## config.mk

```make
export PLATFORM = sky130hd
export DESIGN_NAME = enemy_hp_ctrl
export DESIGN_NICKNAME = d
export VERILOG_FILES = /design/src/rtl/enemy_hp_ctrl.sv
export SDC_FILE = /design/constraint.sdc
export NUM_CORES = 1
export LEC_CHECK = 0
export CORE_MARGIN = 1
export CORE_UTILIZATION = 58
export CTS_CLUSTER_SIZE = 25
export DETAILED_ROUTE_END_ITERATION = 10
export PLACE_DENSITY = 0.86
export REMOVE_ABC_BUFFERS = 1
export SLEW_MARGIN = 20
export SYNTH_ARGS = -nofsm -noshare
export SYNTH_HDL_FRONTEND = slang
export SYNTH_SLANG_ARGS = --single-unit
export TNS_END_PERCENT = 5
```

## constraint.sdc

```tcl
create_clock -name clk22 -period 5.54 [get_ports clk22]
set_input_delay 1.385 -clock clk22 [delete_from_list [all_inputs] [get_ports clk22]]
set_output_delay 1.385 -clock clk22 [all_outputs]
set_load 0.01 [all_outputs]
```

## src/rtl/enemy_hp_ctrl.sv

```systemverilog
// Enemy/boss hit-point bookkeeping: edge-detected hits, saturating damage,
// enemy respawn timers, Reimu invincibility window and registered hit pulses.
module enemy_hp_ctrl #(
    parameter logic [6:0] ENM_HP_INIT   = 7'd20,
    parameter logic [6:0] ENM_DMG       = 7'd5,
    parameter logic [9:0] BOSS_HP_INIT  = 10'd500,
    parameter logic [9:0] BOSS_DMG      = 10'd10,
    parameter logic [7:0] RESPAWN_TICKS = 8'd64,
    parameter logic [7:0] INV_TICKS     = 8'd32
) (
    input  logic       clk22,
    input  logic       rst,
    input  logic       gamestart,
    input  logic [3:0] hit_enm,
    input  logic       hit_boss,
    input  logic       boss_active,
    input  logic       hit_reimu,
    output logic [6:0] enmhp1,
    output logic [6:0] enmhp2,
    output logic [6:0] enmhp3,
    output logic [6:0] enmhp4,
    output logic [9:0] bosshp,
    output logic       shot_enm,
    output logic       shot_boss,
    output logic       shot_reimu,
    output logic       reimu_inv
);

    typedef enum logic {ENM_ALIVE, ENM_DEAD} enm_state_e;
    typedef enum logic {INV_OFF, INV_ON} inv_state_e;

    enm_state_e enm_state_q [4];
    enm_state_e enm_state_d [4];
    logic [6:0] enm_hp_q    [4];
    logic [6:0] enm_hp_d    [4];
    logic [7:0] enm_cnt_q   [4];
    logic [7:0] enm_cnt_d   [4];

    logic [3:0] hit_enm_prev_q,   hit_enm_prev_d;
    logic       hit_boss_prev_q,  hit_boss_prev_d;
    logic       hit_reimu_prev_q, hit_reimu_prev_d;

    logic [9:0] boss_hp_q,   boss_hp_d;
    logic       boss_pend_q, boss_pend_d;

    inv_state_e inv_state_q, inv_state_d;
    logic [7:0] inv_cnt_q,   inv_cnt_d;

    logic shot_enm_q,   shot_enm_d;
    logic shot_boss_q,  shot_boss_d;
    logic shot_reimu_q, shot_reimu_d;

    logic [3:0] enm_edge;
    logic       boss_hit;
    logic       enm_any_hit;

    always_comb begin
        enm_state_d      = enm_state_q;
        enm_hp_d         = enm_hp_q;
        enm_cnt_d        = enm_cnt_q;
        hit_enm_prev_d   = hit_enm;
        hit_boss_prev_d  = hit_boss;
        hit_reimu_prev_d = hit_reimu;
        boss_hp_d        = boss_hp_q;
        boss_pend_d      = boss_pend_q;
        inv_state_d      = inv_state_q;
        inv_cnt_d        = inv_cnt_q;
        shot_enm_d       = 1'b0;
        shot_boss_d      = 1'b0;
        shot_reimu_d     = 1'b0;
        enm_any_hit      = 1'b0;
        boss_hit         = 1'b0;
        enm_edge         = hit_enm & ~hit_enm_prev_q;

        for (int unsigned i = 0; i < 4; i++) begin
            case (enm_state_q[i])
                ENM_ALIVE: begin
                    if (enm_edge[i] && enm_hp_q[i] != '0) begin
                        enm_any_hit = 1'b1;
                        if (enm_hp_q[i] <= ENM_DMG) begin
                            enm_hp_d[i]    = '0;
                            enm_cnt_d[i]   = RESPAWN_TICKS;
                            enm_state_d[i] = ENM_DEAD;
                        end else begin
                            enm_hp_d[i] = enm_hp_q[i] - ENM_DMG;
                        end
                    end
                end
                default: begin
                    // Reload on the last count so HP sits at 0 for exactly RESPAWN_TICKS cycles
                    if (enm_cnt_q[i] <= 8'd1) begin
                        enm_hp_d[i]    = ENM_HP_INIT;
                        enm_cnt_d[i]   = '0;
                        enm_state_d[i] = ENM_ALIVE;
                    end else begin
                        enm_cnt_d[i] = enm_cnt_q[i] - 8'd1;
                    end
                end
            endcase
        end
        shot_enm_d = enm_any_hit;

        if (hit_boss && !hit_boss_prev_q && boss_active && boss_hp_q != '0) begin
            boss_hit  = 1'b1;
            boss_hp_d = (boss_hp_q <= BOSS_DMG) ? '0 : boss_hp_q - BOSS_DMG;
        end

        // Enemy pulse wins the cycle; a deferred boss pulse goes out before a new one
        if (enm_any_hit) begin
            boss_pend_d = boss_pend_q | boss_hit;
        end else if (boss_pend_q) begin
            shot_boss_d = 1'b1;
            boss_pend_d = boss_hit;
        end else begin
            shot_boss_d = boss_hit;
            boss_pend_d = 1'b0;
        end

        case (inv_state_q)
            INV_OFF: begin
                if (hit_reimu && !hit_reimu_prev_q) begin
                    shot_reimu_d = 1'b1;
                    inv_state_d  = INV_ON;
                    inv_cnt_d    = INV_TICKS;
                end
            end
            default: begin
                if (inv_cnt_q <= 8'd1) begin
                    inv_state_d = INV_OFF;
                    inv_cnt_d   = '0;
                end else begin
                    inv_cnt_d = inv_cnt_q - 8'd1;
                end
            end
        endcase
    end

    always_ff @(posedge clk22) begin
        if (rst || gamestart) begin
            for (int unsigned i = 0; i < 4; i++) begin
                enm_state_q[i] <= ENM_ALIVE;
                enm_hp_q[i]    <= ENM_HP_INIT;
                enm_cnt_q[i]   <= '0;
            end
            hit_enm_prev_q   <= '0;
            hit_boss_prev_q  <= 1'b0;
            hit_reimu_prev_q <= 1'b0;
            boss_hp_q        <= BOSS_HP_INIT;
            boss_pend_q      <= 1'b0;
            inv_state_q      <= INV_OFF;
            inv_cnt_q        <= '0;
            shot_enm_q       <= 1'b0;
            shot_boss_q      <= 1'b0;
            shot_reimu_q     <= 1'b0;
        end else begin
            enm_state_q      <= enm_state_d;
            enm_hp_q         <= enm_hp_d;
            enm_cnt_q        <= enm_cnt_d;
            hit_enm_prev_q   <= hit_enm_prev_d;
            hit_boss_prev_q  <= hit_boss_prev_d;
            hit_reimu_prev_q <= hit_reimu_prev_d;
            boss_hp_q        <= boss_hp_d;
            boss_pend_q      <= boss_pend_d;
            inv_state_q      <= inv_state_d;
            inv_cnt_q        <= inv_cnt_d;
            shot_enm_q       <= shot_enm_d;
            shot_boss_q      <= shot_boss_d;
            shot_reimu_q     <= shot_reimu_d;
        end
    end

    assign enmhp1     = enm_hp_q[0];
    assign enmhp2     = enm_hp_q[1];
    assign enmhp3     = enm_hp_q[2];
    assign enmhp4     = enm_hp_q[3];
    assign bosshp     = boss_hp_q;
    assign shot_enm   = shot_enm_q;
    assign shot_boss  = shot_boss_q;
    assign shot_reimu = shot_reimu_q;
    assign reimu_inv  = (inv_state_q == INV_ON);

endmodule
```

==> results of run 1 <==
==> final cells by class <==
class                      count  area, sq um  area share, %
timing repair buffer          51          508           9.02
multi-input combinational    458         2820           50.0
sequential                    92         1840           32.7
clock buffer                  10          128           2.27
tap                          102          128           2.27
inverter                      32          120           2.13
clock inverter                 6         88.8           1.58
==> registers in the layout, indices dropped and copies added (netlist names), 4 cells and up <==
| register | flops |
|---|---|
| enm_cnt_q | 32 |
| bosshp | 9 |
| inv_cnt_q | 8 |
| enmhp1 | 7 |
| enmhp2 | 7 |
| enmhp3 | 7 |
| enmhp4 | 7 |
| enm_state_q | 4 |
| hit_enm_prev_q | 4 |
==> cell families (layout without fill, tap and decap cells) <==
logic type | Yosys count | after routing | synth area share [%]
simple gates | 239 | 239 | 25.3
buf+inv | 51 | 99 | 4.10
flops | 92 | 92 | 38.0
compound gates | 181 | 181 | 24.0
other cells | 1 | 1 | 0.0773
xor+xnor | 12 | 12 | 2.17
mux | 2 | 2 | 0.413
fa+ha+maj | 23 | 23 | 5.93
==> worst max-delay path, cell delays in order <==
cell and delay [ns]:
clkdlybuf4s50_1 0.47, nand2b_1 0.11, a211oi_1 0.46, a21oi_1 0.31, or4_1 0.59, a21oi_1 0.15
==> layer usage <==
layer  vias up  routed length [um]  track usage [%]
met4         0                 144             10.0
li1       2260                   -                -
met3        15                 491             3.50
met1      2163                4810             31.9
met5         -                   0                0
met2       139                5320             45.8
==> through the flow <==
step                      total power [mW]  hold slack (ns)  instance area, sq um  setup slack (ns)
after floorplan                      0.810            0.433                  4770              2.43
after global placement               0.861            0.452                  5410              2.10
after detailed placement             0.867            0.460                  5410              1.98
after CTS                             1.35            0.474                  5630              2.34
after global routing                  1.40            0.520                  5630              2.19
final                                 1.35            0.490                  5630              2.34
==> how the worst min path moves through the flow <==
stage,startpoint,to,slack (ns)
2_1_floorplan,enm_cnt_q[7],enm_cnt_q[7],0.43
3_3_place_gp,enm_cnt_q[7],enm_cnt_q[7],0.45
3_5_place_dp,enm_cnt_q[7],enm_cnt_q[7],0.46
4_1_cts,enm_cnt_q[7],enm_cnt_q[7],0.47
5_1_grt,boss_pend_q,boss_pend_q,0.52
6_report,enm_cnt_q[7],enm_cnt_q[7],0.49
==> power by group through the flow <==
stage	clock [mW]	combinational, mW	sequential [mW]
floorplan	0	0.0989	0.711
global placement	0	0.152	0.709
detailed placement	0	0.157	0.710
CTS	0.498	0.158	0.694
global route	0.530	0.177	0.698
finish	0.491	0.160	0.695
==> layout by cell type, fill, tap and decap left out, types with 2 or more instances in the layout <==
cell type and count:
a211oi_1 10, a21o_1 2, a21oi_1 68, a311oi_1 3
a31oi_1 12, and2_1 7, bufinv_16 2, clkbuf_8 9
clkdlybuf4s50_1 50, clkinvlp_4 2, dfxtp_1 92, ha_1 23
inv_1 32, mux2i_1 2, nand2_1 37, nand2b_1 8
nand3_1 14, nand3b_1 5, nand4b_1 2, nor2_1 82
nor2b_1 12, nor3_1 30, nor3_2 3, nor4_1 6
nor4_2 2, o211ai_1 11, o21a_1 7, o21ai_0 35
o21ai_1 3, o221ai_1 3, o22ai_1 3, o31ai_1 8
o31ai_2 2, o41ai_4 2, or3_1 7, or4_1 13
xnor2_1 2, xor2_1 10
==> impl_metrics.env, run 1 <==
export IMPL_status="finished clean"
export IMPL_fmax_mhz=313
export IMPL_diodes=0
export IMPL_synthArstFlopShare_pct=0
export IMPL_cts_sinks=92
export IMPL_p_int_uw=998
export IMPL_die_w_um=93.5
export IMPL_arrival_ns=3.49
export IMPL_synth_area_leaders="dfxtp_1, a21oi_1, nor2_1, ha_1, o21ai_0"
export IMPL_nNetsFinal=677
export IMPL_place_inst=735
export IMPL_swShare_pct=25.8
export IMPL_rr_startpoint="enmhp1[0]"
export IMPL_hpwl_um=7490
export IMPL_cts_buffer_depth=2
export IMPL_design_core_area_sq_um=7890
export IMPL_drtIter0Drc=299
export IMPL_cts_buffers=9
export IMPL_fin_crit_sh_pct=57.7
export IMPL_wl_per_cell_um=14.3
export IMPL_cts_setup_buffers=0
export IMPL_crit_start="hit_enm[0]"
export IMPL_critPathLaunchType="primary input"
export IMPL_clock_latency_ns=0.37
export IMPL_synth_cell_area_sq_um=4850
export IMPL_power_switching_uw=347
export IMPL_ys_seq_elements=92
export IMPL_ir_worst_vdd_mv=0.173
export IMPL_drv_slew=0
export IMPL_hold_violations=0
export IMPL_post_route_drc_count=0
export IMPL_rsz0062_at_grt="no"
export IMPL_syn_inst=601
export IMPL_area_growth_pct=16.0
export IMPL_r2r_setup_slack_ns=3.02
export IMPL_synth_flop_cell="dfxtp_1"
export IMPL_vias_per_cell=6.09
export IMPL_placementRows=32
export IMPL_hold_class="register to register"
export IMPL_first_pass_iters=5
export IMPL_post_route_min_period_ns=3.20
export IMPL_ctsResizeCount=0
export IMPL_ioPinCount=52
export IMPL_p_comb_share_pct=11.9
export IMPL_clkPwrFrac_pct=36.5
export IMPL_setup_viol=0
export IMPL_cts_root_buf="clkbuf_8"
export IMPL_tritoncts="done"
export IMPL_p_seq_share_pct=51.6
export IMPL_ys_seq_area_share_pct=38.0
export IMPL_yosysMostFrequentCell="dfxtp_1"
export IMPL_tns_ns=0
export IMPL_synth_cell_types=60
export IMPL_grt_pass1_wl_um=18300
export IMPL_critPathRequiredTime_ns=5.83
export IMPL_maxCapViolCount=0
export IMPL_slew_headroom_pct=36.6
export IMPL_fillers=605
export IMPL_antenna_found_initial=0
export IMPL_power_density_nw_per_um2=239
export IMPL_via_count=4577
export IMPL_cts_htree_levels=3
export IMPL_min_path_cells=1
export IMPL_finClkSkew_ns=0.0120
export IMPL_cts_clk_slew_worst_paths_ns=0.09
export IMPL_worst_pin_slew_ns=0.950
export IMPL_grt_use_total_pct=26.0
export IMPL_die_area_sq_um=8730
export IMPL_synth_edf_count=0
export IMPL_overflow=0
export IMPL_drive_gt1_share_pct=5.24
export IMPL_endpoint="enmhp1[6]"
export IMPL_regToRegEndpoint="enmhp1[6]"
export IMPL_cp_max_fo=12
export IMPL_final_util_pct=71.4
export IMPL_yosysTopAreaCellShare_pct=38.0
export IMPL_place_congestion=0.870
export IMPL_start_util_pct=61.5
export IMPL_reg2reg_depth=7
export IMPL_cp_end_kind="register"
export IMPL_cts_hold_buffers=0
export IMPL_synth_common_cells="dfxtp_1, nor2_1, a21oi_1, nand2_1, o21ai_0"
export IMPL_grt_max_degree=57
export IMPL_grt_pass1_vias=4188
export IMPL_ant_nets=0
export IMPL_wirelength_um=10800
export IMPL_layout_cells_non_filler=751
export IMPL_crit_type="primary input to register"
export IMPL_p_leak_nw=2.03
export IMPL_io_buffers=50
export IMPL_avgSynthCellArea_sq_um=8.07
export IMPL_ys_warn_count=0
export IMPL_synth_top_area_cell="dfxtp_1"
export IMPL_fp_dieH_um=93.5
Note: power is estimated with default switching activity, not from simulation.
==> run 2, diff against run 1 <==
--- a/config.mk
+++ b/config.mk
@@ -6,10 +6,10 @@
 export NUM_CORES = 1
 export LEC_CHECK = 0
 export CORE_MARGIN = 1
-export CORE_UTILIZATION = 58
+export CORE_UTILIZATION = 51
 export CTS_CLUSTER_SIZE = 25
 export DETAILED_ROUTE_END_ITERATION = 10
-export PLACE_DENSITY = 0.86
+export PLACE_DENSITY = 0.8
 export REMOVE_ABC_BUFFERS = 1
 export SLEW_MARGIN = 20
 export SYNTH_ARGS = -nofsm -noshare
==> constraint.sdc (replaced) <==
create_clock -name clk22 -period 2.8 [get_ports clk22]
set_input_delay 0.7 -clock clk22 [delete_from_list [all_inputs] [get_ports clk22]]
set_output_delay 0.7 -clock clk22 [all_outputs]
set_load 0.01 [all_outputs]
==> impl_metrics.env, run 2 (same netlist as run 1, synthesis figures left out) <==
export IMPL_status="finished clean"
export IMPL_post_route_min_period_ns=2.26
export IMPL_post_route_drc_count=0
export IMPL_route_met3_wl_um=459
export IMPL_crit_top_cell="a21oi_1"
export IMPL_drtIter0Drc=210
export IMPL_grt_use_total_pct=23.2
export IMPL_via_count=4548
export IMPL_start_util_pct=52.5
export IMPL_power_density_nw_per_um2=448
export IMPL_drive_gt1_share_pct=6.54
export IMPL_place_congestion=0.880
export IMPL_top_layer="met4"
export IMPL_tritoncts="done"
export IMPL_ir_worst_vdd_mv=0.258
export IMPL_antenna_found_initial=0
export IMPL_cp_max_fo=11
export IMPL_design_core_area_sq_um=9240
export IMPL_hold_class="register to register"
export IMPL_cts_root_buf="clkbuf_8"
export IMPL_placementRows=35
export IMPL_largest_reg_flops=32
export IMPL_vias_per_cell=5.79
export IMPL_hpwl_um=7780
export IMPL_largest_register="enm_cnt_q"
export IMPL_most_common_layout_cells="dfxtp_1, nor2_1, a21oi_1"
export IMPL_slew_headroom_pct=52.4
export IMPL_met1_length_um=5070
export IMPL_die_area_sq_um=9910
export IMPL_final_util_pct=61.7
export IMPL_cts_sinks=92
export IMPL_hold_violations=0
export IMPL_overflow=0
export IMPL_critPathRequiredTime_ns=3.09
export IMPL_diodes=0
export IMPL_clock_latency_ns=0.37
export IMPL_fmax_mhz=443
export IMPL_wirelength_um=10900
export IMPL_tns_ns=0
export IMPL_drv_slew=0
export IMPL_worst_pin_slew_ns=0.708
export IMPL_fin_crit_sh_pct=80.6
export IMPL_critPathLaunchType="primary input"
export IMPL_grt_pass1_vias=4303
export IMPL_die_w_um=99.5
export IMPL_grt_pass1_wl_um=18900
export IMPL_wl_met2_um=5200
export IMPL_finClkSkew_ns=0.0112
export IMPL_first_pass_iters=5
export IMPL_cts_buffer_depth=2
export IMPL_io_buffers=50
export IMPL_slowest_stage="clkdlybuf4s50_1"
export IMPL_final_common_cell="dfxtp_1"
export IMPL_cp_slowest_stage_delay_ns=0.47
export IMPL_cts_htree_levels=3
export IMPL_grt_max_degree=45
export IMPL_cp_end_kind="register"
export IMPL_ioPinCount=52
export IMPL_area_growth_pct=17.6
export IMPL_ant_nets=0
export IMPL_nNetsFinal=685
export IMPL_setup_viol=0
export IMPL_cts_hold_buffers=0
export IMPL_cts_buffers=9
export IMPL_cts_clk_slew_worst_paths_ns=0.08
export IMPL_rsz0062_at_grt="no"
export IMPL_ctsResizeCount=0
export IMPL_cts_setup_buffers=0
export IMPL_arrival_ns=2.55
export IMPL_fp_dieH_um=99.5
export IMPL_wl_per_cell_um=13.9
export IMPL_crit_chain="clkdlybuf4s50_1, nand2b_1, a211oi_1, a21oi_1, or4_1, a21oi_1"
export IMPL_hold_slack_ns=0.493
export IMPL_p_leak_nw=2.05
export IMPL_maxCapViolCount=0
export IMPL_crit_type="primary input to register"
run 2: critical path: cells and delay by family:
family,cells,cell delay [ns]
compound gates,3,0.83
buf+inv,1,0.47
simple gates,2,0.54
run 2: worst paths after layout:
kind                 from           end  slack (ns)  cells past startpoint
min reg2reg  enm_cnt_q[7]  enm_cnt_q[7]        0.49                      1
min          enm_cnt_q[7]  enm_cnt_q[7]        0.49                      1
max            hit_enm[2]     enmhp3[1]        0.54                      6
max reg2reg     enmhp3[0]     enmhp3[1]        0.58                      7
run 2: layout make-up:
type	instances	area [sq um]
Tap cell	129	161
Fill cell	826	3540
Timing Repair Buffer	59	581
Inverter	32	120
Multi-Input combinational cell	458	2810
Clock buffer	11	151
Clock inverter	5	36.3
Sequential cell	92	1840
run 2: per-stage QoR:
stage	cells	total power, mW	area, sq um	setup slack [ns]
6_report	786	2.56	5700	0.543
5_1_grt	786	2.67	5700	0.377
4_1_cts	786	2.57	5700	0.551
3_5_place_dp	770	1.73	5520	0.182
3_3_place_gp	770	1.72	5520	0.230
2_1_floorplan	582	1.60	4770	0.370
run 2: metal layers:
metal	track usage, %	up-vias
met4	9.28	0
li1	-	2273
met1	28.9	2146
met2	40.1	113
met5	0	-
met3	3.58	16
run 2: power breakdown:
group / switching (mW) / internal, mW / total (mW)
registers: 0.0377 / 1.34 / 1.37
logic: 0.185 / 0.145 / 0.330
clock network: 0.481 / 0.371 / 0.852
total: 0.704 / 1.85 / 2.56
